### config.mk
export PLATFORM = sky130hd
export DESIGN_NAME = mac_operand_feeder
export DESIGN_NICKNAME = d
export VERILOG_FILES = /design/src/rtl/mac_operand_feeder_pkg.sv /design/src/rtl/mac_operand_feeder_tile_buf.sv /design/src/rtl/mac_operand_feeder.sv
export SDC_FILE = /design/constraint.sdc
export NUM_CORES = 1
export LEC_CHECK = 0
export CAP_MARGIN = 20
export CORE_MARGIN = 2
export CORE_UTILIZATION = 30
export DETAILED_ROUTE_END_ITERATION = 8
export HOLD_SLACK_MARGIN = 0.12
export SLEW_MARGIN = 20
export SYNTH_ARGS = -nofsm -noshare
export SYNTH_HDL_FRONTEND = slang
export SYNTH_SLANG_ARGS = --single-unit
export TNS_END_PERCENT = 1
### constraint.sdc
create_clock -name clk -period 4.2 [get_ports clk]
set_input_delay 0.42 -clock clk [delete_from_list [all_inputs] [get_ports clk]]
set_output_delay 0.42 -clock clk [all_outputs]
set_load 0.05 [all_outputs]
### src/rtl/mac_operand_feeder_pkg.sv
// Shared types for the MAC operand feeder: FP8 element layout, FSM states, default tile size.
package mac_operand_feeder_pkg;

   localparam int FEEDER_N_DEFAULT = 4;

   typedef struct packed {
      logic       sign;
      logic [2:0] exp;
      logic [3:0] mant;
   } fp8_t;

   typedef enum logic [2:0] {
      ST_IDLE,
      ST_FULL,
      ST_CLEAR,
      ST_STREAM,
      ST_DONE
   } feeder_state_e;

endpackage

### src/rtl/mac_operand_feeder_tile_buf.sv
// N x N FP8 tile register file with a diagonally skewed read port.
// ROW_SKEW=1: lane e = M[e][t-e] (A feed); ROW_SKEW=0: lane e = M[t-e][e] (B feed).
module feeder_tile_buf
   import mac_operand_feeder_pkg::*;
#(
   parameter int N        = FEEDER_N_DEFAULT,
   parameter bit ROW_SKEW = 1'b1,
   localparam int IW      = (N > 1) ? $clog2(N) : 1,
   localparam int TW      = $clog2(3*N-2)
) (
   input  logic            clk,
   input  logic            wr_en,
   input  logic [IW-1:0]   wr_row,
   input  logic [IW-1:0]   wr_col,
   input  fp8_t            wr_data,
   input  logic [TW-1:0]   t,
   output logic [N*8-1:0]  rd_data
);

   // No reset: contents are only observed after a full tile has been written.
   fp8_t mem [N][N];

   always_ff @(posedge clk) begin
      if (wr_en) mem[wr_row][wr_col] <= wr_data;
   end

   for (genvar e = 0; e < N; e++) begin : g_lane
      int         d;
      logic [7:0] lane;

      assign d = int'(t) - e;

      always_comb begin
         lane = 8'h00;
         if (d >= 0 && d < N) begin
            if (ROW_SKEW) lane = mem[e][d[IW-1:0]];
            else          lane = mem[d[IW-1:0]][e];
         end
      end

      assign rd_data[8*e +: 8] = lane;
   end

endmodule

### src/rtl/mac_operand_feeder.sv
// Loads an N x N FP8 tile pair (A, B) beat by beat, then streams skewed operands into a systolic array.
// Optional FEEDER_ABORT_EN adds an abort input that cancels a loaded or streaming tile.
module mac_operand_feeder
   import mac_operand_feeder_pkg::*;
#(
   parameter int N = FEEDER_N_DEFAULT
) (
   input  logic           clk,
   input  logic           reset_n,
   input  logic           load_valid,
   output logic           load_ready,
   input  logic [7:0]     load_a,
   input  logic [7:0]     load_b,
   input  logic           go,
`ifdef FEEDER_ABORT_EN
   input  logic           abort,
`endif
   output logic [N*8-1:0] a_row,
   output logic [N*8-1:0] b_col,
   output logic           mac_clear,
   output logic           busy,
   output logic           done
);

   localparam int IW = (N > 1) ? $clog2(N) : 1;
   localparam int TW = $clog2(3*N-2);
   localparam logic [IW-1:0] LAST_IDX = IW'(N-1);
   localparam logic [TW-1:0] T_LAST   = TW'(3*N-3);

   feeder_state_e   state, state_nxt;
   logic [IW-1:0]   row, row_nxt, col, col_nxt;
   logic [TW-1:0]   t, t_nxt;
   logic            accept, abort_hit;
   logic [N*8-1:0]  a_rd, b_rd, a_nxt, b_nxt;
   logic            ready_nxt, clear_nxt, busy_nxt, done_nxt;

`ifdef FEEDER_ABORT_EN
   assign abort_hit = abort && (state == ST_FULL || state == ST_CLEAR || state == ST_STREAM);
`else
   assign abort_hit = 1'b0;
`endif

   always_ff @(posedge clk) begin
      if (!reset_n) begin
         state      <= ST_IDLE;
         row        <= '0;
         col        <= '0;
         t          <= '0;
         load_ready <= 1'b1;
         a_row      <= '0;
         b_col      <= '0;
         mac_clear  <= 1'b0;
         busy       <= 1'b0;
         done       <= 1'b0;
      end else begin
         state      <= state_nxt;
         row        <= row_nxt;
         col        <= col_nxt;
         t          <= t_nxt;
         load_ready <= ready_nxt;
         a_row      <= a_nxt;
         b_col      <= b_nxt;
         mac_clear  <= clear_nxt;
         busy       <= busy_nxt;
         done       <= done_nxt;
      end
   end

   always_comb begin
      state_nxt = state;
      row_nxt   = row;
      col_nxt   = col;
      t_nxt     = t;
      accept    = 1'b0;
      case (state)
         ST_IDLE: begin
            if (load_valid) begin
               accept = 1'b1;
               if (col == LAST_IDX) begin
                  col_nxt = '0;
                  if (row == LAST_IDX) begin
                     row_nxt   = '0;
                     state_nxt = ST_FULL;
                  end else begin
                     row_nxt = row + 1'b1;
                  end
               end else begin
                  col_nxt = col + 1'b1;
               end
            end
         end
         ST_FULL:  if (go) state_nxt = ST_CLEAR;
         ST_CLEAR: begin
            state_nxt = ST_STREAM;
            t_nxt     = '0;
         end
         ST_STREAM: begin
            if (t == T_LAST) begin
               state_nxt = ST_DONE;
               t_nxt     = '0;
            end else begin
               t_nxt = t + 1'b1;
            end
         end
         ST_DONE:  state_nxt = ST_IDLE;
         default:  state_nxt = ST_IDLE;
      endcase
      if (abort_hit) begin
         state_nxt = ST_IDLE;
         row_nxt   = '0;
         col_nxt   = '0;
         t_nxt     = '0;
      end
   end

   // Outputs are registered from the next state so operands line up with t in the STREAM cycle itself.
   always_comb begin
      a_nxt     = '0;
      b_nxt     = '0;
      if (state_nxt == ST_STREAM) begin
         a_nxt = a_rd;
         b_nxt = b_rd;
      end
      ready_nxt = (state_nxt == ST_IDLE);
      clear_nxt = (state_nxt == ST_CLEAR);
      busy_nxt  = (state_nxt == ST_CLEAR) || (state_nxt == ST_STREAM);
      done_nxt  = (state_nxt == ST_DONE);
   end

   feeder_tile_buf #(.N(N), .ROW_SKEW(1'b1)) u_buf_a (
      .clk     (clk),
      .wr_en   (accept),
      .wr_row  (row),
      .wr_col  (col),
      .wr_data (fp8_t'(load_a)),
      .t       (t_nxt),
      .rd_data (a_rd)
   );

   feeder_tile_buf #(.N(N), .ROW_SKEW(1'b0)) u_buf_b (
      .clk     (clk),
      .wr_en   (accept),
      .wr_row  (row),
      .wr_col  (col),
      .wr_data (fp8_t'(load_b)),
      .t       (t_nxt),
      .rd_data (b_rd)
   );

endmodule

==> flow_summary.toml, run 1 <==
[run_status]
run_status = "finished clean"

[detailed_routing]
ant_nets = 0
drt_pre_antenna_iters = 5
drc_errors = 0
routed_wl_mm = 28.7
vias = 6762
drt_first_iter_violations = 610
wl_per_cell_um = 20.3
route.detailed.vias_per_inst = 4.78

[grt]
grtUsageTotal = 0.132
number_of_global_route_vias_before_repair = 6925
pin_count_of_the_biggest_net_entering_global_routing = 65
grt_first_pass_wirelength_mm = 43.3
grt.overflow.total = 0
antenna_found_initial = 0

[yosys]
syn-num-nets = 797
synth_top_flop_cell = "sky130_fd_sc_hd__edfxtp_1"
synthDistinctLibCells = 49
syn-mean-instance-area_um2 = 16.3
synth_async_sr_flop_share = 0
netlist_area_um2 = 12400
netlist_instances = 762
synth_enable_flop_cells = 256
ys_seq_area_frac = 0.745
synth.ff_latch_count = 335
synthesis.yosys.warnings = 0

[worst_setup_path]
cp.arrival_ns = 3.51
biggest_fanout_along_the_worst_timing_path = 21
timing.critical_path.to_type = "flip-flop"
critical_path.max_stage_delay_ns = 0.71
setup.worst_path.class = "flip-flop to flip-flop"
timing.critical_path.required_ns = 4.63
cp_common_cell = "sky130_fd_sc_hd__ha_1"
crit_path_start_kind = "flip-flop"
timing.critical_path.cells = "ha_1, nand3b_4, a22oi_4, buf_4, inv_2, ha_1, or3_1, a21oi_1"
critical_path_buffers_and_inverters = 2
timing.critical_path.slowest_stage_cell = "sky130_fd_sc_hd__or3_1"
critical_path.top_delay_family = "simple AND/OR/NAND/NOR gates"

[clocking]
post_cts_hold_buffer_count = 0
cts-buffers-inserted = 36
cts.htree.levels = 2
worst_skew_pair.late_latency_ns = 0.52
clock_path_buffers = 3
cts_tree = "yes"
cts-resized-gates = 0
post_cts.repair.setup_buffers = 0
tritoncts_sink_count = 335
clk_transition_reported_paths_ns = 0.06
cts.root.buffer_cell = "sky130_fd_sc_hd__clkbuf_16"

[die]
die-width_um = 208
top_level_ports = 88
start_util = 0.305
placeableCoreArea_um2 = 40800
die_height_um = 208
floorplan.die_area_um2 = 43100
number_of_rows_created_at_floorplan = 74

[layout]
final_net_count = 892
most_common_library_cell_in_the_layout_ignoring_fill_and_taps = "sky130_fd_sc_hd__edfxtp_1"
final_cell_mix = "256 x sky130_fd_sc_hd__edfxtp_1, 101 x sky130_fd_sc_hd__nand2_1, 87 x sky130_fd_sc_hd__clkdlybuf4s50_1, 79 x sky130_fd_sc_hd__dfxtp_1"
finish.cell_count_without_fillers = 1415
post_route_cells_drive_above_1_share = 0.139
antenna_cells = 0
syn2layout_area_growth_pct = 20.5

[placement]
numPlacedInstances = 1351
placement.setup.worst_slack_ns = 1.09
hpwl_mm = 17.0
gpl.final_weighted_congestion = 0.791
buffer_ports.inserted = 87

[sta]
finalWorstPathRequiredPeriod_ns = 3.08
report.final.slew_viol_count = 0
worst_slack_ns = 1.12
fin_worst_skew_ns = 0.0191
rsz0062_at_grt = "no"
max_freq_ghz = 0.325
finalCritPeriodShare = 0.734
hold_viol_final = 0
fin_worst_hold_slack_ns = 0.508
setup_viol = 0
setup_tns_final_ns = 0
worst_pin_slew_ns = 1.04
timing.max_slew.rel_slack = 0.305

[hold_path]
hp-class = "flip-flop to flip-flop"

[pwr]
worst_ir_drop_vdd_uv = 237
power_density_nw_per_um2 = 455
leak_pwr_uw = 0.00492
total_chip_power_uw = 6820

[run]
maxCapViolations = 0
cells in the mapped netlist (2+ instances only):
library cell | instances | area (um2)
sky130_fd_sc_hd__nor3b_1 | 17 | 128
sky130_fd_sc_hd__nand2_1 | 101 | 379
sky130_fd_sc_hd__buf_6 | 5 | 56.3
sky130_fd_sc_hd__nand3b_1 | 3 | 22.5
sky130_fd_sc_hd__nand2b_1 | 5 | 31.3
sky130_fd_sc_hd__buf_2 | 16 | 80.1
sky130_fd_sc_hd__or3_1 | 2 | 12.5
sky130_fd_sc_hd__mux2i_1 | 16 | 160
sky130_fd_sc_hd__and3_1 | 34 | 213
sky130_fd_sc_hd__edfxtp_1 | 256 | 7690
sky130_fd_sc_hd__inv_1 | 5 | 18.8
sky130_fd_sc_hd__and2_1 | 2 | 12.5
sky130_fd_sc_hd__a21oi_1 | 37 | 185
sky130_fd_sc_hd__ha_1 | 15 | 188
sky130_fd_sc_hd__a211oi_1 | 2 | 15.0
sky130_fd_sc_hd__a21oi_2 | 20 | 175
sky130_fd_sc_hd__clkbuf_1 | 16 | 60.1
sky130_fd_sc_hd__buf_4 | 5 | 37.5
sky130_fd_sc_hd__and3b_1 | 2 | 17.5
sky130_fd_sc_hd__mux4_2 | 32 | 721
sky130_fd_sc_hd__nand3_1 | 36 | 180
sky130_fd_sc_hd__nor2_1 | 11 | 41.3
sky130_fd_sc_hd__nor3_1 | 4 | 20.0
sky130_fd_sc_hd__a221o_1 | 16 | 160
sky130_fd_sc_hd__dfxtp_1 | 79 | 1580
sky130_fd_sc_hd__inv_2 | 2 | 7.51
flip-flops by register name, indices dropped and copies added (netlist names):
register,count
u_buf_a.mem,128
u_buf_b.mem,128
a_row,32
b_col,32
t,4
state,3
col,2
row,2
busy,1
done,1
load_ready,1
mac_clear,1
worst register-to-register path: stages, from the launching register on:
cell,delay (ns)
sky130_fd_sc_hd__dfxtp_1,0.44
sky130_fd_sc_hd__ha_1,0.27
sky130_fd_sc_hd__nand3b_4,0.13
sky130_fd_sc_hd__a22oi_4,0.18
sky130_fd_sc_hd__buf_4,0.31
sky130_fd_sc_hd__inv_2,0.32
sky130_fd_sc_hd__ha_1,0.33
sky130_fd_sc_hd__or3_1,0.71
sky130_fd_sc_hd__a21oi_1,0.30
per-stage QoR:
step	utilization	area, um2
after global routing	0.367	15000
after detailed placement	0.339	13800
after floorplan	-	12400
after global placement	0.339	13800
final	0.367	15000
after CTS	0.367	15000
layer usage:
layer / up-vias / GRT usage / share of wire
met1: 3435 / 0.180 / 0.45
met5: - / 0 / 0
met3: 44 / 0.0238 / 0.054
li1: 3086 / - / -
met4: 0 / 0.0394 / 0.022
met2: 197 / 0.217 / 0.48
worst paths after layout:
path	start	to	slack, ns	depth (start not counted)
setup / recovery	t[0]	a_row[31]	1.12	8
setup reg to reg	t[0]	a_row[31]	1.12	8
hold reg to reg	row[1]	row[1]	0.51	2
hold / removal	row[1]	row[1]	0.51	2
power breakdown:
group | total, uW | internal (uW) | switching (uW) | leakage (uW)
clock | 3110 | 1870 | 1240 | 0.000559
combinational | 113 | 28.0 | 84.9 | 0.00141
sequential | 3600 | 3590 | 6.86 | 0.00295
final cells by class:
class	instances	area [um2]
clock buffer	49	971
clock inverter	15	180
fill	3793	25800
inverter	8	30.0
multi-input combinational	375	2900
sequential	335	9270
tap	532	666
timing repair buffer	101	976
cell families (layout without fill, tap and decap cells):
| group | after synthesis | count (layout) | synth area share |
|---|---|---|---|
| multiplexers | 48 | 48 | 0.0708 |
| AND/OR/NAND/NOR | 226 | 226 | 0.0930 |
| XOR/XNOR | 1 | 1 | 0.000704 |
| flip-flops | 335 | 335 | 0.745 |
| adder cells (fa/ha/maj) | 15 | 15 | 0.0151 |
| AO/OA/AOI/OAI | 85 | 85 | 0.0520 |
| buffers and inverters | 52 | 173 | 0.0231 |
(Power assumes the default switching activity.)
==> run 2: changes to the inputs <==
==> constraint.sdc (replaced) <==
create_clock -name clk -period 2.5 [get_ports clk]
set_input_delay 0.25 -clock clk [delete_from_list [all_inputs] [get_ports clk]]
set_output_delay 0.25 -clock clk [all_outputs]
set_load 0.05 [all_outputs]
==> flow_summary.toml, run 2 (same netlist as run 1, synthesis figures left out) <==
[sta]
fin_worst_skew_ns = 0.0109
finalWorstPathRequiredPeriod_ns = 2.40
fin_worst_hold_slack_ns = 0.410
timing.max_slew.rel_slack = 0.439
max_freq_ghz = 0.417
worst_pin_slew_ns = 0.839
hold_viol_final = 0
rsz0062_at_grt = "yes"
report.final.slew_viol_count = 0
worst_slack_ns = 0.103
setup_tns_final_ns = 0
setup_viol = 0
finalCritPeriodShare = 0.959

[worst_setup_path]
cp.arrival_ns = 2.85
timing.critical_path.required_ns = 2.95
crit_path_start_kind = "flip-flop"
r2r_cells = 9
rrSetupSlack_ns = 0.10
timing.critical_path.cells = "inv_2, ha_4, and3b_1, o32ai_4, buf_12, ha_4, nand2b_4, a221o_1, a21oi_1"
setup.worst_path.class = "flip-flop to flip-flop"
biggest_fanout_along_the_worst_timing_path = 21
r2r_start = "t[1]"
timing.critical_path.to_type = "flip-flop"
critical_path.max_stage_delay_ns = 0.37
timing.critical_path.slowest_stage_cell = "sky130_fd_sc_hd__o32ai_4"
critical_path.reg2reg.endpoint = "a_row[18]"
critical_path.top_delay_family = "compound AO/OA/AOI/OAI gates"
cp_common_cell = "sky130_fd_sc_hd__ha_4"
critical_path_buffers_and_inverters = 2

[clocking]
tritoncts_sink_count = 335
post_cts_hold_buffer_count = 0
cts-buffers-inserted = 37
clock_path_buffers = 3
cts.root.buffer_cell = "sky130_fd_sc_hd__clkbuf_16"
cts_tree = "yes"
cts.htree.levels = 2
worst_skew_pair.late_latency_ns = 0.53
clk_transition_reported_paths_ns = 0.06

[grt]
grt.overflow.total = 0
grt_first_pass_wirelength_mm = 43.6
pin_count_of_the_biggest_net_entering_global_routing = 50
grtUsageTotal = 0.134
number_of_global_route_vias_before_repair = 7031
antenna_found_initial = 0

[layout]
syn2layout_area_growth_pct = 25.6
multi_input_area_um2 = 2950
antenna_cells = 0
finish.cell_count_without_fillers = 1457
num-fill-cells = 3763
post_route_cells_drive_above_1_share = 0.195
reg_top3 = "u_buf_a.mem (128), u_buf_b.mem (128)"
register_area_um2 = 9270
final_net_count = 931
final_cell_mix = "256 x sky130_fd_sc_hd__edfxtp_1, 101 x sky130_fd_sc_hd__nand2_1, 87 x sky130_fd_sc_hd__clkdlybuf4s50_1, 77 x sky130_fd_sc_hd__dfxtp_1, 39 x sky130_fd_sc_hd__clkbuf_16"
most_common_library_cell_in_the_layout_ignoring_fill_and_taps = "sky130_fd_sc_hd__edfxtp_1"

[hold_path]
hold_depth = 3
hp-class = "input port to flip-flop"
min-delay-start = "go"
hold_path_end = "busy"

[placement]
buffer_ports.inserted = 87
placement.setup.worst_slack_ns = 0.0227
hpwl_mm = 17.4
gpl.final_weighted_congestion = 0.796
numPlacedInstances = 1387

[die]
top_level_ports = 88
number_of_rows_created_at_floorplan = 74
placeableCoreArea_um2 = 40800
die-width_um = 208
start_util = 0.305
die_height_um = 208
floorplan.die_area_um2 = 43100

[pwr]
leak_pwr_uw = 0.00523
worst_ir_drop_vdd_uv = 441
power_density_nw_per_um2 = 752

[detailed_routing]
wl_per_cell_um = 20.0
drc_errors = 0
drt_first_iter_violations = 517
ant_nets = 0
drt_pre_antenna_iters = 5
routed_wl_mm = 29.2
route.detailed.vias_per_inst = 4.67
vias = 6797

[run]
maxCapViolations = 0

[run_status]
run_status = "finished clean"
-- run 2: area by class of cell --
type                            instances  share of cell area
Tap cell                              532              0.0426
Inverter                                8             0.00192
Timing Repair Buffer                  139              0.0936
Multi-Input combinational cell        375               0.189
Sequential cell                       335               0.594
Clock inverter                         12             0.00897
Clock buffer                           56              0.0704
-- run 2: power by group --
| part | internal [uW] | switching [uW] | leakage (uW) | total, uW |
|---|---|---|---|---|
| Sequential | 6040 | 11.5 | 0.00295 | 6050 |
| Combinational | 61.1 | 146 | 0.00168 | 207 |
| Clock | 3350 | 2140 | 0.000609 | 5490 |
-- run 2: per-stage QoR --
stage | utilization | area, um2 | total power, uW
after floorplan | - | 12600 | 6220
after global placement | 0.351 | 14300 | 6370
after detailed placement | 0.351 | 14300 | 6380
after CTS | 0.382 | 15600 | 11900
after global routing | 0.382 | 15600 | 12100
final | 0.382 | 15600 | 11700
-- run 2: how the worst max path moves through the flow --
stage | from | to | slack (ns) | cells after the start
detailed placement | t[1] | a_row[17] | 0.02 | 9
floorplan | t[1] | a_row[21] | -0.06 | 13
CTS | t[1] | a_row[17] | 0.07 | 9
finish | t[1] | a_row[18] | 0.10 | 9
global placement | t[1] | a_row[19] | 0.08 | 9
global route | t[1] | a_row[12] | -0.03 | 11
-- run 2: tightest hold or removal path, cell delays in order --
cell and delay (ns):
sky130_fd_sc_hd__clkdlybuf4s50_1 0.42, sky130_fd_sc_hd__nand3b_1 0.13, sky130_fd_sc_hd__a21oi_1 0.08
-- run 2: per-layer routing --
| layer | global-route usage | wire, um | vias up |
|---|---|---|---|
| li1 | - | - | 3161 |
| met1 | 0.178 | 13200 | 3429 |
| met2 | 0.217 | 13900 | 158 |
| met3 | 0.0231 | 1180 | 49 |
| met4 | 0.0553 | 954 | 0 |
| met5 | 0 | 0 | - |
-- run 2: what timing repair did --
action | in CTS | in global routing
gates resized for setup | 0 | 4
endpoints found under the setup margin | 7 | 25
gates cloned | 1 | 0
pin swaps | 1 | 0
setup buffers | 1 | 0
==> run 3: changes to the inputs <==
--- a/config.mk
+++ b/config.mk
@@ -5,12 +5,13 @@
 export SDC_FILE = /design/constraint.sdc
 export NUM_CORES = 1
 export LEC_CHECK = 0
+export ABC_AREA = 1
 export CAP_MARGIN = 20
 export CORE_MARGIN = 2
 export CORE_UTILIZATION = 30
 export DETAILED_ROUTE_END_ITERATION = 8
 export HOLD_SLACK_MARGIN = 0.12
-export SLEW_MARGIN = 20
+export SETUP_SLACK_MARGIN = 0.4
 export SYNTH_ARGS = -nofsm -noshare
 export SYNTH_HDL_FRONTEND = slang
 export SYNTH_SLANG_ARGS = --single-unit
==> flow_summary.toml, run 3 <==
[run_status]
run_status = "finished clean"

[worst_setup_path]
r2r_cells = 13
crit_path_start_kind = "flip-flop"
biggest_fanout_along_the_worst_timing_path = 8
r2r_start = "t[0]"
setup.worst_path.class = "flip-flop to flip-flop"
critical_path.reg2reg.endpoint = "a_row[19]"
cp.arrival_ns = 2.49
timing.critical_path.to_type = "flip-flop"
rrSetupSlack_ns = 0.44
timing.critical_path.required_ns = 2.93

[pwr]
share_comb_of_total_power = 0.019
p_seq_frac = 0.531
power.switching_uw = 2320
switching_share = 0.203
cellInternalPower_uw = 9100
leak_pwr_uw = 0.00603
power_density_nw_per_um2 = 719
worst_ir_drop_vdd_uv = 427
pwr-share-clk = 0.450

[die]
number_of_rows_created_at_floorplan = 75
start_util = 0.305
floorplan.die_area_um2 = 44400
die-width_um = 211
top_level_ports = 88
die_height_um = 211
placeableCoreArea_um2 = 42000

[clocking]
cts.htree.levels = 2
worst_skew_pair.late_latency_ns = 0.52
clock_path_buffers = 3
clk_transition_reported_paths_ns = 0.06
cts-buffers-inserted = 37
cts.root.buffer_cell = "sky130_fd_sc_hd__clkbuf_16"
cts_tree = "yes"
tritoncts_sink_count = 335

[grt]
number_of_global_route_vias_before_repair = 7535
grt.overflow.total = 0
grtUsageTotal = 0.129
antenna_found_initial = 1
pin_count_of_the_biggest_net_entering_global_routing = 123
grt_first_pass_wirelength_mm = 43.8

[sta]
setup_tns_final_ns = 0
hold_viol_final = 0
setup_viol = 0
max_freq_ghz = 0.486
finalWorstPathRequiredPeriod_ns = 2.06
timing.max_slew.rel_slack = 0.426
finalCritPeriodShare = 0.822
report.final.slew_viol_count = 0
fin_worst_skew_ns = 0.0246
worst_pin_slew_ns = 0.858
rsz0062_at_grt = "yes"
worst_slack_ns = 0.444

[detailed_routing]
drc_errors = 0
drt_pre_antenna_iters = 5
vias = 7901
ant_nets = 0
wl_per_cell_um = 17.5
drt_first_iter_violations = 576
route.detailed.vias_per_inst = 4.52
routed_wl_mm = 30.5

[layout]
reg_top3 = "u_buf_a.mem (128), u_buf_b.mem (128)"
finish.cell_count_without_fillers = 1747
post_route_cells_drive_above_1_share = 0.150
num-fill-cells = 3969
syn2layout_area_growth_pct = 24.1
finished_layout_cell_area_um2 = 15900
antenna_cells = 0
final_net_count = 1214
final_cell_mix = "256 x sky130_fd_sc_hd__edfxtp_1, 154 x sky130_fd_sc_hd__nor2_1, 135 x sky130_fd_sc_hd__nand2_1, 134 x sky130_fd_sc_hd__inv_1, 87 x sky130_fd_sc_hd__clkdlybuf4s50_1"
most_common_library_cell_in_the_layout_ignoring_fill_and_taps = "sky130_fd_sc_hd__edfxtp_1"

[yosys]
synth_top_flop_cell = "sky130_fd_sc_hd__edfxtp_1"
synthDominantCellAreaShare = 0.600
syn-mean-instance-area_um2 = 12.2
post-synth-top-count-cell = "sky130_fd_sc_hd__edfxtp_1"
ys_seq_area_frac = 0.724
synth_async_sr_flop_share = 0
syn-num-nets = 1085
synth_enable_flop_cells = 256
synth.largest_area_cell = "sky130_fd_sc_hd__edfxtp_1"
synthDistinctLibCells = 34
synth.cells.most_frequent = "256 x sky130_fd_sc_hd__edfxtp_1, 165 x sky130_fd_sc_hd__nor2_1, 139 x sky130_fd_sc_hd__nand2_1"
ys_top_cells_by_area = "sky130_fd_sc_hd__edfxtp_1 60%, sky130_fd_sc_hd__dfxtp_1 12%, sky130_fd_sc_hd__nor2_1 4.8%"
synthesis.yosys.warnings = 0
synth.ff_latch_count = 335
netlist_area_um2 = 12800
netlist_instances = 1050

[hold_path]
hp-class = "input port to flip-flop"
hold_path_end = "mac_clear"
min-delay-start = "go"
hold_depth = 3

[placement]
buffer_ports.inserted = 87
numPlacedInstances = 1662
post_dp_cell_area_um2 = 14400
gpl.final_weighted_congestion = 0.778
placement.setup.worst_slack_ns = 0.282
hpwl_mm = 17.3

[run]
maxCapViolations = 0
run 3: cell count changes after synthesis, moves of 20 or more:
cell,change
sky130_fd_sc_hd__o21ai_0,+32
sky130_fd_sc_hd__mux4_2,-32
sky130_fd_sc_hd__o211ai_1,+79
sky130_fd_sc_hd__a21oi_2,-20
sky130_fd_sc_hd__nand3_1,-30
sky130_fd_sc_hd__and3_1,-34
sky130_fd_sc_hd__inv_1,+132
sky130_fd_sc_hd__nor2_1,+154
sky130_fd_sc_hd__nand2_1,+38
run 3: routing by layer:
layer	track usage	wire length, um	part of all wire	up-vias
li1	-	-	-	3807
met1	0.174	13300	0.43	3808
met2	0.210	14500	0.48	244
met3	0.0262	2080	0.068	40
met4	0.0376	635	0.021	2
met5	0	13	0.00043	-
run 3: layout make-up:
type | instances | area (um2) | share of cell area
tap | 539 | 674 | 0.0424
inverter | 140 | 543 | 0.0342
timing repair buffer | 132 | 1310 | 0.0825
clock inverter | 22 | 153 | 0.00960
multi-input combinational | 532 | 2920 | 0.184
timing repair inverter | 1 | 8.76 | 0.000551
clock buffer | 46 | 1010 | 0.0637
sequential | 335 | 9280 | 0.584
run 3: what timing repair did:
item,CTS,global route
setup buffers,0,12
setup endpoints to repair,38,57
hold buffers,0,0
pin swaps,0,11
gates cloned,0,5
resized for setup,4,43
run 3: worst max-delay path, cell delays in order, from the launching register on:
cell and delay, ns:
sky130_fd_sc_hd__dfxtp_4 0.37, sky130_fd_sc_hd__ha_1 0.22, sky130_fd_sc_hd__inv_1 0.06, sky130_fd_sc_hd__nand2_1 0.05
sky130_fd_sc_hd__nand2_1 0.07, sky130_fd_sc_hd__nand3_1 0.11, sky130_fd_sc_hd__nand2_2 0.16, sky130_fd_sc_hd__inv_4 0.08
sky130_fd_sc_hd__ha_4 0.18, sky130_fd_sc_hd__nor2_1 0.13, sky130_fd_sc_hd__nand2_1 0.09, sky130_fd_sc_hd__nand2_2 0.16
sky130_fd_sc_hd__nand2_4 0.14, sky130_fd_sc_hd__nor2_4 0.16
run 3: cell families after synthesis:
group           count (synthesis)  share of synthesized area
buf+inv                       186                     0.0646
fa+ha+maj                      15                     0.0147
compound gates                157                     0.0786
xor+xnor                        1                   0.000684
simple gates                  356                      0.118
flops                         335                      0.724
run 3: metrics by stage:
step	util	hold slack [ns]	power, uW
after floorplan	-	0.341	6240
after global placement	0.342	0.489	6390
after detailed placement	0.342	0.509	6400
after CTS	0.370	0.389	11500
after global routing	0.378	0.410	11800
final	0.378	0.412	11400
run 3: how the worst max path moves through the flow:
stage	from	to	slack, ns
6_report	t[0]	a_row[19]	0.44
5_1_grt	t[0]	a_row[19]	0.33
4_1_cts	t[0]	a_row[24]	0.37
3_5_place_dp	load_valid	u_buf_b.mem[3][0]	0.28
3_3_place_gp	load_valid	u_buf_a.mem[3][0]	0.30
2_1_floorplan	state[2]	u_buf_a.mem[0][0]	0.39
run 3: power by group through the flow:
stage / Sequential (uW) / Combinational, uW / Clock, uW
floorplan: 6180 / 56.8 / 0
global placement: 6180 / 209 / 0
detailed placement: 6180 / 214 / 0
CTS: 6070 / 215 / 5270
global route: 6070 / 231 / 5500
finish: 6070 / 213 / 5140
